**src/rtl/axi_lite_wr_decoder_1x4_if.sv**
```systemverilog
// AXI4-Lite write-channel bundle; N_PORTS lanes of per-port valid/ready/resp,
// with address and data shared across lanes.
interface axi_lite_wr_decoder_1x4_if #(
   parameter int unsigned ADDR_W  = 32,
   parameter int unsigned DATA_W  = 32,
   parameter int unsigned N_PORTS = 1
);
   logic [N_PORTS-1:0]   awvalid;
   logic [N_PORTS-1:0]   awready;
   logic [ADDR_W-1:0]    awaddr;
   logic [N_PORTS-1:0]   wvalid;
   logic [N_PORTS-1:0]   wready;
   logic [DATA_W-1:0]    wdata;
   logic [DATA_W/8-1:0]  wstrb;
   logic [N_PORTS-1:0]   bvalid;
   logic [N_PORTS-1:0]   bready;
   logic [2*N_PORTS-1:0] bresp;

   modport master (
      output awvalid, awaddr, wvalid, wdata, wstrb, bready,
      input  awready, wready, bvalid, bresp
   );

   modport slave (
      input  awvalid, awaddr, wvalid, wdata, wstrb, bready,
      output awready, wready, bvalid, bresp
   );
endinterface

```
**src/rtl/axi_lite_wr_decoder_1x4.sv**
```systemverilog
// AXI4-Lite write-path decoder: one master, four slaves selected by the top two
// address bits; one outstanding write, DECERR for slaves absent from SLV_EN.
module axi_lite_wr_decoder_1x4 #(
   parameter int unsigned ADDR_W = 32,
   parameter int unsigned DATA_W = 32,
   parameter logic [3:0]  SLV_EN = 4'b1111
) (
   input logic                    clk,
   input logic                    rst,
   axi_lite_wr_decoder_1x4_if.slave  mst,
   axi_lite_wr_decoder_1x4_if.master slv
);

   typedef enum logic [2:0] {StIdle, StFwd, StResp, StErr, StEbresp} state_e;

   state_e            state_q, state_d;
   logic [1:0]        sel_q, sel_d;
   logic [ADDR_W-1:0] addr_q, addr_d;
   logic              aw_done_q, aw_done_d;
   logic              w_done_q, w_done_d;

   logic [3:0] sel_oh;
   logic       aw_ok, w_ok, aw_fin, w_fin, bv;

   assign sel_oh = 4'b0001 << sel_q;

   always_ff @(posedge clk) begin
      if (rst) begin
         state_q   <= StIdle;
         sel_q     <= '0;
         addr_q    <= '0;
         aw_done_q <= 1'b0;
         w_done_q  <= 1'b0;
      end else begin
         state_q   <= state_d;
         sel_q     <= sel_d;
         addr_q    <= addr_d;
         aw_done_q <= aw_done_d;
         w_done_q  <= w_done_d;
      end
   end

   always_comb begin
      state_d     = state_q;
      sel_d       = sel_q;
      addr_d      = addr_q;
      aw_done_d   = aw_done_q;
      w_done_d    = w_done_q;
      aw_ok       = 1'b0;
      w_ok        = 1'b0;
      aw_fin      = 1'b0;
      w_fin       = 1'b0;
      bv          = 1'b0;
      mst.awready = 1'b0;
      mst.wready  = 1'b0;
      mst.bvalid  = 1'b0;
      mst.bresp   = 2'b00;
      slv.awvalid = 4'b0000;
      slv.wvalid  = 4'b0000;
      slv.bready  = 4'b0000;
      slv.awaddr  = addr_q;
      slv.wdata   = mst.wdata;
      slv.wstrb   = mst.wstrb;

      unique case (state_q)
         StIdle: begin
            aw_done_d = 1'b0;
            w_done_d  = 1'b0;
            if (mst.awvalid) begin
               sel_d   = mst.awaddr[ADDR_W-1 -: 2];
               addr_d  = mst.awaddr;
               state_d = SLV_EN[mst.awaddr[ADDR_W-1 -: 2]] ? StFwd : StErr;
            end
         end
         StFwd: begin
            slv.awvalid = sel_oh & {4{mst.awvalid & ~aw_done_q}};
            slv.wvalid  = sel_oh & {4{mst.wvalid & ~w_done_q}};
            aw_ok       = slv.awready[sel_q] & ~aw_done_q;
            w_ok        = slv.wready[sel_q] & ~w_done_q;
            mst.awready = aw_ok;
            mst.wready  = w_ok;
            aw_fin      = aw_done_q | (mst.awvalid & aw_ok);
            w_fin       = w_done_q | (mst.wvalid & w_ok);
            aw_done_d   = aw_fin;
            w_done_d    = w_fin;
            if (aw_fin && w_fin) state_d = StResp;
         end
         StResp: begin
            bv          = slv.bvalid[sel_q];
            mst.bvalid  = bv;
            mst.bresp   = bv ? slv.bresp[{sel_q, 1'b0} +: 2] : 2'b00;
            slv.bready  = sel_oh & {4{mst.bready}};
            if (bv && mst.bready) state_d = StIdle;
         end
         StErr: begin
            // Accept and drop both channels so the master is never stalled.
            aw_ok       = ~aw_done_q;
            w_ok        = ~w_done_q;
            mst.awready = aw_ok;
            mst.wready  = w_ok;
            aw_fin      = aw_done_q | (mst.awvalid & aw_ok);
            w_fin       = w_done_q | (mst.wvalid & w_ok);
            aw_done_d   = aw_fin;
            w_done_d    = w_fin;
            if (aw_fin && w_fin) state_d = StEbresp;
         end
         StEbresp: begin
            mst.bvalid = 1'b1;
            mst.bresp  = 2'b11;
            if (mst.bready) state_d = StIdle;
         end
         default: state_d = StIdle;
      endcase
   end

endmodule

```
**src/flat_wrapper.sv**
```systemverilog
// flat-port wrapper written by rule: the top's interface ports become plain ports
module axi_lite_wr_decoder_1x4_flat 
#(
   parameter int unsigned ADDR_W = 32,
   parameter int unsigned DATA_W = 32,
   parameter logic [3:0]  SLV_EN = 4'b1111
)
  (clk, rst, mst_awvalid, mst_awaddr, mst_wvalid, mst_wdata, mst_wstrb, mst_bready, mst_awready, mst_wready, mst_bvalid, mst_bresp, slv_awvalid, slv_awaddr, slv_wvalid, slv_wdata, slv_wstrb, slv_bready, slv_awready, slv_wready, slv_bvalid, slv_bresp);
  axi_lite_wr_decoder_1x4_if #(.ADDR_W(ADDR_W), .DATA_W(DATA_W), .N_PORTS(1)) mst_i ();
  axi_lite_wr_decoder_1x4_if #(.ADDR_W(ADDR_W), .DATA_W(DATA_W), .N_PORTS(4)) slv_i ();
  input logic clk;
  input logic rst;
  input wire logic [$bits(mst_i.awvalid)-1:0] mst_awvalid;
  input wire logic [$bits(mst_i.awaddr)-1:0] mst_awaddr;
  input wire logic [$bits(mst_i.wvalid)-1:0] mst_wvalid;
  input wire logic [$bits(mst_i.wdata)-1:0] mst_wdata;
  input wire logic [$bits(mst_i.wstrb)-1:0] mst_wstrb;
  input wire logic [$bits(mst_i.bready)-1:0] mst_bready;
  output wire logic [$bits(mst_i.awready)-1:0] mst_awready;
  output wire logic [$bits(mst_i.wready)-1:0] mst_wready;
  output wire logic [$bits(mst_i.bvalid)-1:0] mst_bvalid;
  output wire logic [$bits(mst_i.bresp)-1:0] mst_bresp;
  output wire logic [$bits(slv_i.awvalid)-1:0] slv_awvalid;
  output wire logic [$bits(slv_i.awaddr)-1:0] slv_awaddr;
  output wire logic [$bits(slv_i.wvalid)-1:0] slv_wvalid;
  output wire logic [$bits(slv_i.wdata)-1:0] slv_wdata;
  output wire logic [$bits(slv_i.wstrb)-1:0] slv_wstrb;
  output wire logic [$bits(slv_i.bready)-1:0] slv_bready;
  input wire logic [$bits(slv_i.awready)-1:0] slv_awready;
  input wire logic [$bits(slv_i.wready)-1:0] slv_wready;
  input wire logic [$bits(slv_i.bvalid)-1:0] slv_bvalid;
  input wire logic [$bits(slv_i.bresp)-1:0] slv_bresp;
  assign mst_i.awvalid = mst_awvalid;
  assign mst_i.awaddr = mst_awaddr;
  assign mst_i.wvalid = mst_wvalid;
  assign mst_i.wdata = mst_wdata;
  assign mst_i.wstrb = mst_wstrb;
  assign mst_i.bready = mst_bready;
  assign mst_awready = mst_i.awready;
  assign mst_wready = mst_i.wready;
  assign mst_bvalid = mst_i.bvalid;
  assign mst_bresp = mst_i.bresp;
  assign slv_awvalid = slv_i.awvalid;
  assign slv_awaddr = slv_i.awaddr;
  assign slv_wvalid = slv_i.wvalid;
  assign slv_wdata = slv_i.wdata;
  assign slv_wstrb = slv_i.wstrb;
  assign slv_bready = slv_i.bready;
  assign slv_i.awready = slv_awready;
  assign slv_i.wready = slv_wready;
  assign slv_i.bvalid = slv_bvalid;
  assign slv_i.bresp = slv_bresp;
  axi_lite_wr_decoder_1x4 #(.ADDR_W(ADDR_W), .DATA_W(DATA_W), .SLV_EN(SLV_EN)) u_core (.clk(clk), .rst(rst), .mst(mst_i), .slv(slv_i));
endmodule
```
**config.mk**
```make
export PLATFORM = sky130hd
export DESIGN_NAME = axi_lite_wr_decoder_1x4_flat
export DESIGN_NICKNAME = d
export VERILOG_FILES = /design/src/rtl/axi_lite_wr_decoder_1x4_if.sv /design/src/rtl/axi_lite_wr_decoder_1x4.sv /design/src/flat_wrapper.sv
export SDC_FILE = /design/constraint.sdc
export NUM_CORES = 1
export LEC_CHECK = 0
export CAP_MARGIN = 10
export CORE_ASPECT_RATIO = 1.2
export CORE_MARGIN = 2
export CORE_UTILIZATION = 31
export DETAILED_ROUTE_END_ITERATION = 10
export PLACE_DENSITY = 0.82
export SLEW_MARGIN = 20
export SYNTH_ARGS = -nofsm -noshare
export SYNTH_HDL_FRONTEND = slang
export SYNTH_SLANG_ARGS = --single-unit
```
**constraint.sdc**
```tcl
create_clock -name clk -period 1.95 [get_ports clk]
set_input_delay 0.2925 -clock clk [delete_from_list [all_inputs] [get_ports clk]]
set_output_delay 0.2925 -clock clk [all_outputs]
set_load 0.02 [all_outputs]
```
==> results.json <==
{
  "outcome": "finished with violations",
  "violations": "setup timing",
  "nFillCells": 569,
  "hold_path_depth": 2,
  "grt-ovfl-total": 0,
  "routabilityCongestion": 0.7842,
  "drc_violations_left": 0,
  "syn_avg_cell_area_um2": 7.667,
  "clkSlewWorstSetupHoldPaths_ps": 70,
  "post_synthesis_cell_type_with_the_largest_combined_area": "sky130_fd_sc_hd__dfxtp_1",
  "floorplan.core_area_um2": 6012,
  "clkSinkCount": 37,
  "drive_gt1_share_pct": 20.66,
  "timing.critical_path.to_type": "primary output",
  "worstRegToRegCells": 5,
  "worst_ep_arrival_time_ps": 1700,
  "dpl_worst_slack_ps": -433.0,
  "final_count_of_negative_setup_slack_endpoints": 3,
  "cap_violations": 0,
  "flow.area_growth_from_synthesis_pct": 59.20,
  "dp_hpwl_um": 4238,
  "timing.setup.tns_ps": -63.18,
  "fp.dieArea_um2": 6831,
  "grt_pass1_vias": 1940,
  "hold_path.class": "reg -> reg",
  "slew_violations": 0,
  "min_period_over_period_pct": 102.2,
  "grt_pass1_wl_um": 8700,
  "design.final.nets": 426,
  "timing_hold_violations_final": 0,
  "critical_path_startpoint_category": "flip-flop",
  "insertedDiodeCount": 0,
  "setup.reg_to_reg.worst_slack_ps": 80,
  "floorplan.die.width_um": 75.78,
  "tightest_slew_ps": 315.4,
  "p_leak_nw": 1.172,
  "finalWorstSetupSlack_ps": -42.58,
  "number_of_buffers_between_clock_root_and_the_deepest_sink": 2,
  "maximum_number_of_pins_on_one_net_before_global_route_repair": 27,
  "worst_clock_skew_ps": 5.846,
  "netlist.area_leader.share_pct": 38.64,
  "global_route.usage.total_pct": 16.39,
  "yosys_most_used_dff": "sky130_fd_sc_hd__dfxtp_1",
  "netlist_area_um2": 1917,
  "ys_seq_elements": 37,
  "worst_slew_margin_rel_pct": 78.81,
  "crit_required_ps": 1660,
  "synth_enable_flop_cells": 0,
  "vdd.ir_drop.worst_uv": 424.7,
  "cts_tree": "done",
  "cts-buffers-inserted": 5,
  "insertion_delay_ps": 280,
  "ys_warn_count": 0,
  "grt_setup_unrepaired": "yes",
  "critical_path.max_fanout": 5,
  "synth_common_cells": "72 x sky130_fd_sc_hd__nand2_1, 37 x sky130_fd_sc_hd__a21oi_1, 37 x sky130_fd_sc_hd__dfxtp_1, 36 x sky130_fd_sc_hd__buf_4, 15 x sky130_fd_sc_hd__nor2_1",
  "via_per_instance_ratio": 4.695,
  "die_height_um": 90.14,
  "holdCritStartpoint": "u_core.slv.awaddr[17]$_SDFFE_PP0P_",
  "routed-via-count": 1953,
  "synthArstFlopShare_pct": 0,
  "cts.htree.levels": 2,
  "synth_seq_area_share_pct": 38.64,
  "antenna_violations_before_repair": 0,
  "postRouteWirelength_um": 5651,
  "floorplan.initialDensity_pct": 31.88,
  "drt_first_iter_violations": 26,
  "worstSetupPathType": "reg -> out",
  "cts.root.buffer_cell": "sky130_fd_sc_hd__clkbuf_8",
  "finalCriticalPeriod_ps": 1993,
  "ioPinCount": 178,
  "yosys.cell_types.count": 27,
  "port_buffers": 105,
  "yosys-top-cells-area": "sky130_fd_sc_hd__dfxtp_1 39%, sky130_fd_sc_hd__buf_4 14%, sky130_fd_sc_hd__nand2_1 14%",
  "most_instantiated_library_cell_after_synthesis": "sky130_fd_sc_hd__nand2_1",
  "rr_startpoint": "u_core.slv.awaddr[30]$_SDFFE_PP0P_",
  "placement_rows": 31,
  "routed_len_inst_um": 13.58,
  "drtAntennaViolNets": 0,
  "detailedRoute.firstPassIterationCount": 4,
  "timing.fmax_mhz": 501.9,
  "whs_endpoint": "u_core.slv.awaddr[17]$_SDFFE_PP0P_",
  "critical_path.reg2reg.endpoint": "u_core.state_q[0]$_SDFFE_PP0P_",
  "power_density_nw_per_um2": 793.9,
  "post_synthesis_net_count": 343,
  "post_synth_inst_count": 250
}
-- routing by layer --
layer | track usage, % | routed length [um] | vias to the layer above
li1 | - | - | 953
met1 | 15.45 | 1932 | 888
met2 | 30.24 | 2985 | 86
met3 | 4.821 | 524 | 26
met4 | 8.041 | 208 | 0
met5 | 0 | 0 | -
-- power breakdown --
part / internal [mW] / leakage (nW) / switching [mW]
Clock: 0.247 / 0.0450 / 0.250
Combinational: 0.520 / 0.822 / 0.510
Sequential: 0.845 / 0.305 / 0.0501
-- how the worst max path moves through the flow --
stage | start | end | slack [ps] | cells after the start
final | u_core.slv.awaddr[30]$_SDFFE_PP0P_ | mst_awready | -40 | 4
after global routing | u_core.slv.awaddr[30]$_SDFFE_PP0P_ | mst_awready | -120 | 4
after CTS | u_core.slv.awaddr[30]$_SDFFE_PP0P_ | mst_bresp[1] | -140 | 5
after detailed placement | slv_wready[1] | mst_wready | -430 | 5
after global placement | slv_wready[1] | mst_wready | -430 | 5
after floorplan | u_core.slv.awaddr[30]$_SDFFE_PP0P_ | mst_awready | 20 | 4
-- worst max-delay path, stage by stage (launching register included) --
cell	delay [ps]
sky130_fd_sc_hd__dfxtp_4	390
sky130_fd_sc_hd__mux4_2	550
sky130_fd_sc_hd__o21a_1	210
sky130_fd_sc_hd__nor2b_4	130
sky130_fd_sc_hd__buf_6	130
-- flip-flops by register name (all words and copies together), names as in the netlist --
register	flops
u_core.sel_q	1
u_core.slv.awaddr	31
u_core.aw_done_q	1
u_core.w_done_q	1
u_core.state_q	3
-- metrics by stage --
| stage | utilization [%] | hold WS, ps | cells | cell area [um2] | total power, mW |
|---|---|---|---|---|---|
| after CTS | 50.28 | 456.7 | 417 | 3023 | 2.410 |
| after global placement | 47.76 | 441.1 | 402 | 2872 | 1.824 |
| after floorplan | - | 428.5 | 250 | 1917 | 1.489 |
| final | 50.76 | 452.1 | 416 | 3052 | 2.423 |
| after global routing | 50.76 | 475.1 | 416 | 3052 | 2.583 |
| after detailed placement | 47.76 | 448.3 | 402 | 2872 | 1.842 |
-- layout make-up --
type                            instances  area (um2)  share of cell area, %
Sequential cell                        37       747.0                  24.48
Multi-Input combinational cell        159       914.6                  29.97
Clock buffer                            6       72.57                  2.378
Timing Repair Buffer                  127        1194                  39.11
Clock inverter                          2       10.01                 0.3280
Tap cell                               82       102.6                  3.362
Inverter                                3       11.26                 0.3690
-- placed cells by master (no fill, tap or decap), types with 2 or more instances in the layout --
master	instances
sky130_fd_sc_hd__a21oi_1	35
sky130_fd_sc_hd__a21oi_2	2
sky130_fd_sc_hd__buf_2	7
sky130_fd_sc_hd__buf_4	20
sky130_fd_sc_hd__buf_6	6
sky130_fd_sc_hd__clkbuf_8	5
sky130_fd_sc_hd__clkdlybuf4s50_1	88
sky130_fd_sc_hd__clkinv_2	2
sky130_fd_sc_hd__dfxtp_1	34
sky130_fd_sc_hd__dfxtp_2	2
sky130_fd_sc_hd__dlygate4sd2_1	4
sky130_fd_sc_hd__inv_1	2
sky130_fd_sc_hd__mux4_2	5
sky130_fd_sc_hd__nand2_1	69
sky130_fd_sc_hd__nand2_2	3
sky130_fd_sc_hd__nand2b_1	4
sky130_fd_sc_hd__nand3_1	2
sky130_fd_sc_hd__nor2_1	13
sky130_fd_sc_hd__nor2_4	2
sky130_fd_sc_hd__nor2b_4	2
sky130_fd_sc_hd__nor3_1	6
sky130_fd_sc_hd__nor3_2	2
sky130_fd_sc_hd__o21a_1	2
-- timing repair --
| action | in CTS | in global routing |
|---|---|---|
| cloned | 0 | 0 |
| pin swaps | 3 | 8 |
| hold buffers | 0 | 0 |
| setup endpoints to repair | 18 | 15 |
| buffers inserted | 7 | 0 |
| gates resized for setup | 64 | 29 |
-- cell families (layout without fill, tap and decap cells) --
logic type	after synthesis	count (layout)	share of synthesized area (%)
AO/OA/AOI/OAI	47	47	14.36
buffers and inverters	54	138	17.89
flip-flops	37	37	38.64
multiplexers	5	5	6.071
AND/OR/NAND/NOR	107	107	23.04
(Power assumes the default switching activity.)
